--- src/rtl/mul_hilo_stage.sv ---
// mul_hilo_stage: sequential wrapper around the signed MUL32 multiplier.
// Latches operands, retimes the 2*WIDTH product through LAT-1 pipe stages,
// commits it to the HI/LO registers, and serves MTHI/MTLO direct writes.
//
// Ports:
//   clk, nRst      - rising-edge clock, asynchronous active-low reset
//   start_i        - multiply request (a_i * b_i), held by the requester
//   start_ready_o  - request can be accepted (~busy_o)
//   a_i, b_i       - signed operands
//   busy_o         - multiply in flight
//   done_o         - one-cycle pulse: HI/LO hold a new product
//   hi_we_i/lo_we_i, wr_data_i - direct writes to HI/LO
//   wr_err_o       - one-cycle pulse: a direct write was dropped
//   hi_o, lo_o     - HI/LO registers (product upper/lower halves)
module mul_hilo_stage #(
  parameter int unsigned WIDTH = 32,
  parameter int unsigned LAT   = 2
) (
  input  logic             clk,
  input  logic             nRst,
  input  logic             start_i,
  output logic             start_ready_o,
  input  logic [WIDTH-1:0] a_i,
  input  logic [WIDTH-1:0] b_i,
  output logic             busy_o,
  output logic             done_o,
  input  logic             hi_we_i,
  input  logic             lo_we_i,
  input  logic [WIDTH-1:0] wr_data_i,
  output logic             wr_err_o,
  output logic [WIDTH-1:0] hi_o,
  output logic [WIDTH-1:0] lo_o
);

  localparam int unsigned PW    = 2 * WIDTH;
  localparam int unsigned CNT_W = 2;

  localparam logic [0:0] S_IDLE = 1'b0;
  localparam logic [0:0] S_RUN  = 1'b1;

  // Latency outside 1..4 cannot be honoured by the counter/pipe.
  if (LAT < 1 || LAT > 4) begin : g_bad_lat
    $error("mul_hilo_stage: LAT must be in 1..4");
  end

  logic [0:0]       state_q;
  logic [0:0]       state_d;
  logic [CNT_W-1:0] cnt_q;
  logic [WIDTH-1:0] op_a_q;
  logic [WIDTH-1:0] op_b_q;
  logic [PW-1:0]    prod;
  logic [PW-1:0]    pipe_out;
  logic             start_acc;
  logic             commit;
  logic             wr_req;
  logic             wr_ok;

  assign start_acc = start_i && (state_q == S_IDLE);
  assign commit    = (state_q == S_RUN) && (cnt_q == '0);
  assign wr_req    = hi_we_i || lo_we_i;
  // Direct writes lose to both an in-flight multiply and a same-edge start.
  assign wr_ok     = wr_req && (state_q == S_IDLE) && !start_acc;

  assign busy_o        = (state_q == S_RUN);
  assign start_ready_o = ~busy_o;

  // MUL32 core: full-width two's-complement product of the operand regs.
  assign prod = PW'($signed({{WIDTH{op_a_q[WIDTH-1]}}, op_a_q}) *
                    $signed({{WIDTH{op_b_q[WIDTH-1]}}, op_b_q}));

  // Product retiming: LAT-1 register stages, advanced on every RUN edge.
  if (LAT == 1) begin : g_pipe_none
    assign pipe_out = prod;
  end else begin : g_pipe
    logic [PW-1:0] pipe_q [LAT-1];
    always_ff @(posedge clk or negedge nRst) begin
      if (!nRst) begin
        for (int i = 0; i < int'(LAT) - 1; i++) pipe_q[i] <= '0;
      end else if (state_q == S_RUN) begin
        pipe_q[0] <= prod;
        for (int i = 1; i < int'(LAT) - 1; i++) pipe_q[i] <= pipe_q[i-1];
      end
    end
    assign pipe_out = pipe_q[LAT-2];
  end

  // FSM state register.
  always_ff @(posedge clk or negedge nRst) begin
    if (!nRst) state_q <= S_IDLE;
    else       state_q <= state_d;
  end

  // FSM next-state logic.
  always_comb begin
    state_d = state_q;
    case (state_q)
      S_IDLE:  if (start_acc) state_d = S_RUN;
      S_RUN:   if (commit)    state_d = S_IDLE;
      default: state_d = S_IDLE;
    endcase
  end

  // Operands, countdown, HI/LO and status pulses.
  always_ff @(posedge clk or negedge nRst) begin
    if (!nRst) begin
      op_a_q   <= '0;
      op_b_q   <= '0;
      cnt_q    <= '0;
      hi_o     <= '0;
      lo_o     <= '0;
      done_o   <= 1'b0;
      wr_err_o <= 1'b0;
    end else begin
      done_o   <= commit;
      wr_err_o <= wr_req && !wr_ok;
      if (start_acc) begin
        op_a_q <= a_i;
        op_b_q <= b_i;
        cnt_q  <= CNT_W'(LAT - 1);
      end else if ((state_q == S_RUN) && (cnt_q != '0)) begin
        cnt_q <= cnt_q - CNT_W'(1);
      end
      if (commit) begin
        hi_o <= pipe_out[PW-1:WIDTH];
        lo_o <= pipe_out[WIDTH-1:0];
      end else if (wr_ok) begin
        if (hi_we_i) hi_o <= wr_data_i;
        if (lo_we_i) lo_o <= wr_data_i;
      end
    end
  end

endmodule

--- config.mk ---
export PLATFORM = sky130hd
export DESIGN_NAME = mul_hilo_stage
export DESIGN_NICKNAME = d
export VERILOG_FILES = /design/src/rtl/mul_hilo_stage.sv
export SDC_FILE = /design/constraint.sdc
export NUM_CORES = 2
export LEC_CHECK = 0
export ABC_AREA = 1
export CAP_MARGIN = 0
export CORE_ASPECT_RATIO = 1.25
export CORE_MARGIN = 2
export CORE_UTILIZATION = 63
export CTS_BUF_LIST = sky130_fd_sc_hd__clkbuf_2
export DETAILED_ROUTE_END_ITERATION = 7
export PLACE_DENSITY = 0.82
export SETUP_SLACK_MARGIN = 0.15
export SYNTH_ARGS = -nofsm -noshare
export SYNTH_HDL_FRONTEND = slang
export SYNTH_SLANG_ARGS = --single-unit
export TNS_END_PERCENT = 5
--- constraint.sdc ---
create_clock -name clk -period 12 [get_ports clk]
set_input_delay 1.2 -clock clk [delete_from_list [all_inputs] [get_ports clk]]
set_output_delay 1.2 -clock clk [all_outputs]
set_load 0.01 [all_outputs]
Word level (Yosys, flattened, before mapping)
Cells that the tools add are included.
{ "classes": {"muxes": 11, "bitwise": 1, "addsub": 1, "n_reduce_logical": 17, "multipliers": 1} }
{ "ops": {"columns": ["operator", "n"], "rows": [
  ["$mux W32", 6],
  ["$mul A32 B32 Y64", 1],
  ["$reduce_bool A2 Y1", 5],
  ["$logic_and A1 B1 Y1", 6],
  ["$mux W2", 2],
  ["$reduce_and A2 Y1", 2],
  ["$logic_not A1 Y1", 2],
  ["$logic_not A2 Y1", 1],
  ["$mux W1", 2],
  ["$pmux W1 S2", 1],
  ["$sub A2 B1 Y2 const B", 1],
  ["$logic_or A1 B1 Y1", 1],
  ["$not A1 Y1", 1]
]} }
{ "word_totals": {"output_inout_bits": 68, "wordCells": 40, "ff_bits": 197, "input_bits": 101} }

Depth between registers and ports, before layout
{ "depth": {"ltp_word": 6, "mapped_depth": 34, "mapped_depth_nobuf": 32} }

Worst setup path after synthesis
Ideal clock, no wire load.
{ "synth_timing": {"kind": "flip-flop to flip-flop", "startpoint": "register op_a_q[31]", "endpoint": "register g_pipe.pipe_q[57] in the netlist's numbering", "setup_ns": 0.117, "path_slack_ns": 4.780, "arrival_ns": 7.103, "n_path_buf": 2, "period_less_slack_ns": 7.220, "required_time_ns": 11.883, "stages_incl_launch_ff": 31, "cell_sequence": "dfrtp_1 -> clkbuf_1 -> clkbuf_1 -> nand2_1 -> inv_1 -> fa_1 -> inv_1 -> fa_1 -> inv_1 -> fa_1 -> fa_1 -> inv_1 -> fa_1 -> inv_1 -> fa_1 -> inv_1 -> fa_1 -> inv_1 -> fa_1 -> ha_1 -> nand2_1 -> nor2_1 -> inv_2 -> nor3_2 -> nand2_1 -> nor3_1 -> nand2_1 -> nand2_1 -> nand2_1 -> nand3_1 -> nand2_1"} }
{ "synth_between": {"elab_chain_cells": 1} }
{ "synth_lines": {"columns": ["item", "line_no", "source"], "rows": [
  ["from (decl)", "49", "logic [WIDTH-1:0] op_a_q;"],
  ["from (signal assigned)", "117", "op_a_q <= a_i;"],
  ["$mul A32 B32 Y64", "68", "assign prod = PW'($signed({{WIDTH{op_a_q[WIDTH-1]}}, op_a_q}) *"],
  ["to (decl)", "75", "logic [PW-1:0] pipe_q [LAT-1];"]
]} }
No other way between the ends.
A chain may end at the register's enable or synchronous reset.

Final worst setup path
{ "layout_timing": {"startpoint": "register op_b_q[5]", "endpoint": "register g_pipe.pipe_q[61] in the netlist's numbering"} }
{ "layout_between": {"elab_chain_cells": 1} }
{ "layout_lines": {"columns": ["item", "line_no", "source"], "rows": [
  ["from (decl)", "50", "logic [WIDTH-1:0] op_b_q;"],
  ["from (signal assigned)", "118", "op_b_q <= b_i;"],
  ["$mul A32 B32 Y64", "68", null]
]} }
No other way between the ends.

==> impl_metrics.json <==
{
  "tritoncts.num_buffers": 17,
  "yosys-mux-area-fraction_pct": 0,
  "timing.critical_path.slowest_stage_cell": "sky130_fd_sc_hd__fa_1",
  "synth_warnings": 0,
  "global_route.overflow_total": 0,
  "detail_route.first_pass.iterations": 6,
  "most_frequent_cell_after_synthesis": "sky130_fd_sc_hd__nand2_1",
  "rsz0062_at_grt": "false",
  "yosys.area_share.xor_xnor_pct": 0.466,
  "grt_use_met3_pct": 5.16,
  "synth_adder_area_share_pct": 51.1,
  "worstPathRequired_ns": 13.08,
  "largest_buffer_count_on_any_clock_path": 2,
  "rr_worst_depth": 29,
  "synthesis.instances": 6024,
  "synthesized_net_count": 7392,
  "slew_headroom_pct": 34.6,
  "grt-busiest-layer": "met2",
  "via_count_of_the_first_global_routing_pass": 41200,
  "setup.worst_path.class": "register to register",
  "cts-htree-levels": 4,
  "initial_core_util_pct": 63.8,
  "die_h_um": 309,
  "endpoint_kind": "register",
  "routed_via_count_divided_by_cell_count": 5.39,
  "longest_individual_stage_delay_on_the_worst_path_ns": 0.88,
  "fin_tns_setup_ns": 0,
  "synthTopCellsByArea": "sky130_fd_sc_hd__fa_1 (46%), sky130_fd_sc_hd__nand2_1 (16%), sky130_fd_sc_hd__inv_1 (14%)",
  "clk_root_buffer_cell": "sky130_fd_sc_hd__clkbuf_2",
  "detail_route.wirelength_um": 129000,
  "hpwl_um": 106000,
  "post_synth_and_or_nand_nor_area_fraction_pct": 20.0,
  "critPathLaunchType": "register",
  "worst_hold_path.num_cells": 3,
  "hold_viol_final": 0,
  "globalRouteMet1Util_pct": 42.8,
  "layout-area-overhead-vs-synth_pct": 5.64,
  "final_max_slew_viol_count": 0,
  "clk_latency_ns": 1.24,
  "postCtsSetupBuffers": 0,
  "syn_avg_cell_area_um2": 7.80,
  "post-route-period-util_pct": 68.2,
  "dominant_combinational_cell_family_by_area_after_synthesis": "adder cells",
  "achievable-frequency_mhz": 122,
  "max_slew.worst_pin.slew_ns": 0.981,
  "finalWorstPathRequiredPeriod_ns": 8.19,
  "grt_first_pass_wirelength_um": 212000,
  "mappedNetlistArea_mm2": 0.0470,
  "synth.largest_area_cell": "sky130_fd_sc_hd__fa_1",
  "grt_util_all_layers_pct": 36.1,
  "grt.met2_usage_pct": 62.0,
  "grt_antenna_before_repair": 3,
  "holdCritPathClass": "primary input to register",
  "die_w_um": 248,
  "clk_pin_slew_worst_paths_ns": 0.55,
  "timing.critical_path.fanout_max": 33,
  "netlist_top_cells_count": "sky130_fd_sc_hd__nand2_1 (1971), sky130_fd_sc_hd__inv_1 (1733), sky130_fd_sc_hd__fa_1 (1082)",
  "layout-drive-gt1-share_pct": 3.18,
  "nets_final": 7352,
  "synth_largest_type_area_fraction_pct": 46.1,
  "fp-row-count": 111,
  "ant_nets": 0,
  "finClkSkew_ns": 0.156,
  "tritoncts": "built",
  "via_count": 37500,
  "wl_cell_um": 18.5,
  "synth_enable_flop_cells": 0,
  "grt_start_max_net_pins": 88,
  "port_buffers": 168,
  "worst_path_most_repeated_cell": "sky130_fd_sc_hd__fa_1",
  "clock-sinks": 197,
  "initialDrtViolationCount": 2849,
  "yosysSeqAreaShare_pct": 10.5,
  "seq_cells_post_synth": 197,
  "die_area_mm2": 0.0768,
  "ys_flop_type": "sky130_fd_sc_hd__dfrtp_1",
  "globalplace.congestion": 0.982,
  "cap_viol_max_count": 0,
  "synth_cell_type_count": 39,
  "run_status": "completed",
  "fp.coreArea_mm2": 0.0736,
  "cp_data_arrival_time_ns": 9.27,
  "setup_viol_count_final": 0,
  "compound_cell_area_share_of_the_yosys_netlist_pct": 1.53,
  "ioPinCount": 169,
  "route.detailed.drc": 0,
  "asyncSetResetFlopFracSynth_pct": 100
}
## cell usage in the layout, fill, tap and decap left out, types with 6 or more instances in the layout
cell type / synthesis / routed
sky130_fd_sc_hd__nand2_1: 1971 / 1971
sky130_fd_sc_hd__nor3_2: 11 / 11
sky130_fd_sc_hd__nor2_1: 131 / 126
sky130_fd_sc_hd__nand3b_1: 10 / 10
sky130_fd_sc_hd__ha_1: 185 / 185
sky130_fd_sc_hd__a22oi_1: 9 / 9
sky130_fd_sc_hd__nand2_2: 10 / 10
sky130_fd_sc_hd__clkbuf_2: 0 / 17
sky130_fd_sc_hd__nor2_2: 16 / 20
sky130_fd_sc_hd__buf_4: 0 / 76
sky130_fd_sc_hd__fa_1: 1082 / 1082
sky130_fd_sc_hd__inv_2: 10 / 11
sky130_fd_sc_hd__or2_2: 9 / 9
sky130_fd_sc_hd__nand3_2: 12 / 12
sky130_fd_sc_hd__o21bai_1: 8 / 8
sky130_fd_sc_hd__dfrtp_1: 197 / 195
sky130_fd_sc_hd__inv_1: 1733 / 1732
sky130_fd_sc_hd__a21oi_1: 59 / 59
sky130_fd_sc_hd__nor3_1: 6 / 6
sky130_fd_sc_hd__xnor2_1: 22 / 22
sky130_fd_sc_hd__clkdlybuf4s50_1: 0 / 167
sky130_fd_sc_hd__o21ai_0: 33 / 33
sky130_fd_sc_hd__nand4_1: 20 / 20
sky130_fd_sc_hd__nand3_1: 152 / 152
sky130_fd_sc_hd__o21ai_1: 8 / 8
## metal layers
layer	vias up	share of wire [%]
li1	16600	-
met3	576	7.2
met4	0	7.2
met2	1846	50
met1	18500	35
met5	-	0
## flip-flops by register name, indices dropped and copies added, names as in the netlist
register,cells
done_o,1
busy_o,1
lo_o,32
g_pipe.pipe_q,64
cnt_q,2
wr_err_o,1
op_b_q,32
hi_o,32
op_a_q,32
## cell families after synthesis
kind of cell | count (synthesis)
AND/OR/NAND/NOR | 2359
buffers and inverters | 2048
XOR/XNOR | 25
adder cells (fa/ha/maj) | 1267
AO/OA/AOI/OAI | 128
flip-flops | 197
## worst max-delay path: cells and delay by family, from the launching register on
family | cells | cell delay (ns)
fa+ha+maj | 9 | 4.72
buf+inv | 9 | 1.59
flops | 1 | 0.44
simple gates | 11 | 1.25
## worst paths after layout
kind | startpoint | to | slack, ns
min in group asynchronous | nRst | op_b_q[31]$_DFFE_PN0P_ | 0.41
min | a_i[4] | op_a_q[4]$_DFFE_PN0P_ | 0.38
max reg2reg | op_b_q[5]$_DFFE_PN0P_ | g_pipe.pipe_q[61]$_DFFE_PN0P_ | 3.81
max in group asynchronous | nRst | lo_o[23]$_DFFE_PN0P_ | 9.52
min reg2reg | g_pipe.pipe_q[18]$_DFFE_PN0P_ | lo_o[18]$_DFFE_PN0P_ | 0.46
max | op_b_q[5]$_DFFE_PN0P_ | g_pipe.pipe_q[61]$_DFFE_PN0P_ | 3.81
## layout make-up
| type | count | area (um2) |
|---|---|---|
| multi-input combinational | 3779 | 34300 |
| fill | 5912 | 24000 |
| inverter | 1744 | 6550 |
| sequential | 197 | 4930 |
| timing repair buffer | 245 | 2270 |
| tap | 960 | 1200 |
| clock inverter | 15 | 230 |
| clock buffer | 17 | 85.1 |
| antenna | 4 | 10.0 |
## repair_timing
item                       4_1_cts  5_1_grt
hold endpoints to repair        35        0
hold buffers                     1        0
setup endpoints to repair        0        0
gates resized for setup          0        0
## stage by stage
| step | utilization [%] | hold slack (ns) | cell area, um2 | std cells | setup WS (ns) |
|---|---|---|---|---|---|
| final | 67.4 | 0.384 | 49600 | 6961 | 3.81 |
| after detailed placement | 66.9 | 0.459 | 49300 | 6924 | 3.89 |
| after global routing | 67.4 | 0.322 | 49600 | 6960 | 3.30 |
| after floorplan | - | 0.442 | 47000 | 6024 | 4.78 |
| after global placement | 66.9 | 0.454 | 49300 | 6924 | 4.07 |
| after CTS | 67.4 | 0.361 | 49600 | 6957 | 3.84 |
Power is not shown: default switching activity piles up to over one toggle a cycle in this logic, so the estimate is an artifact.
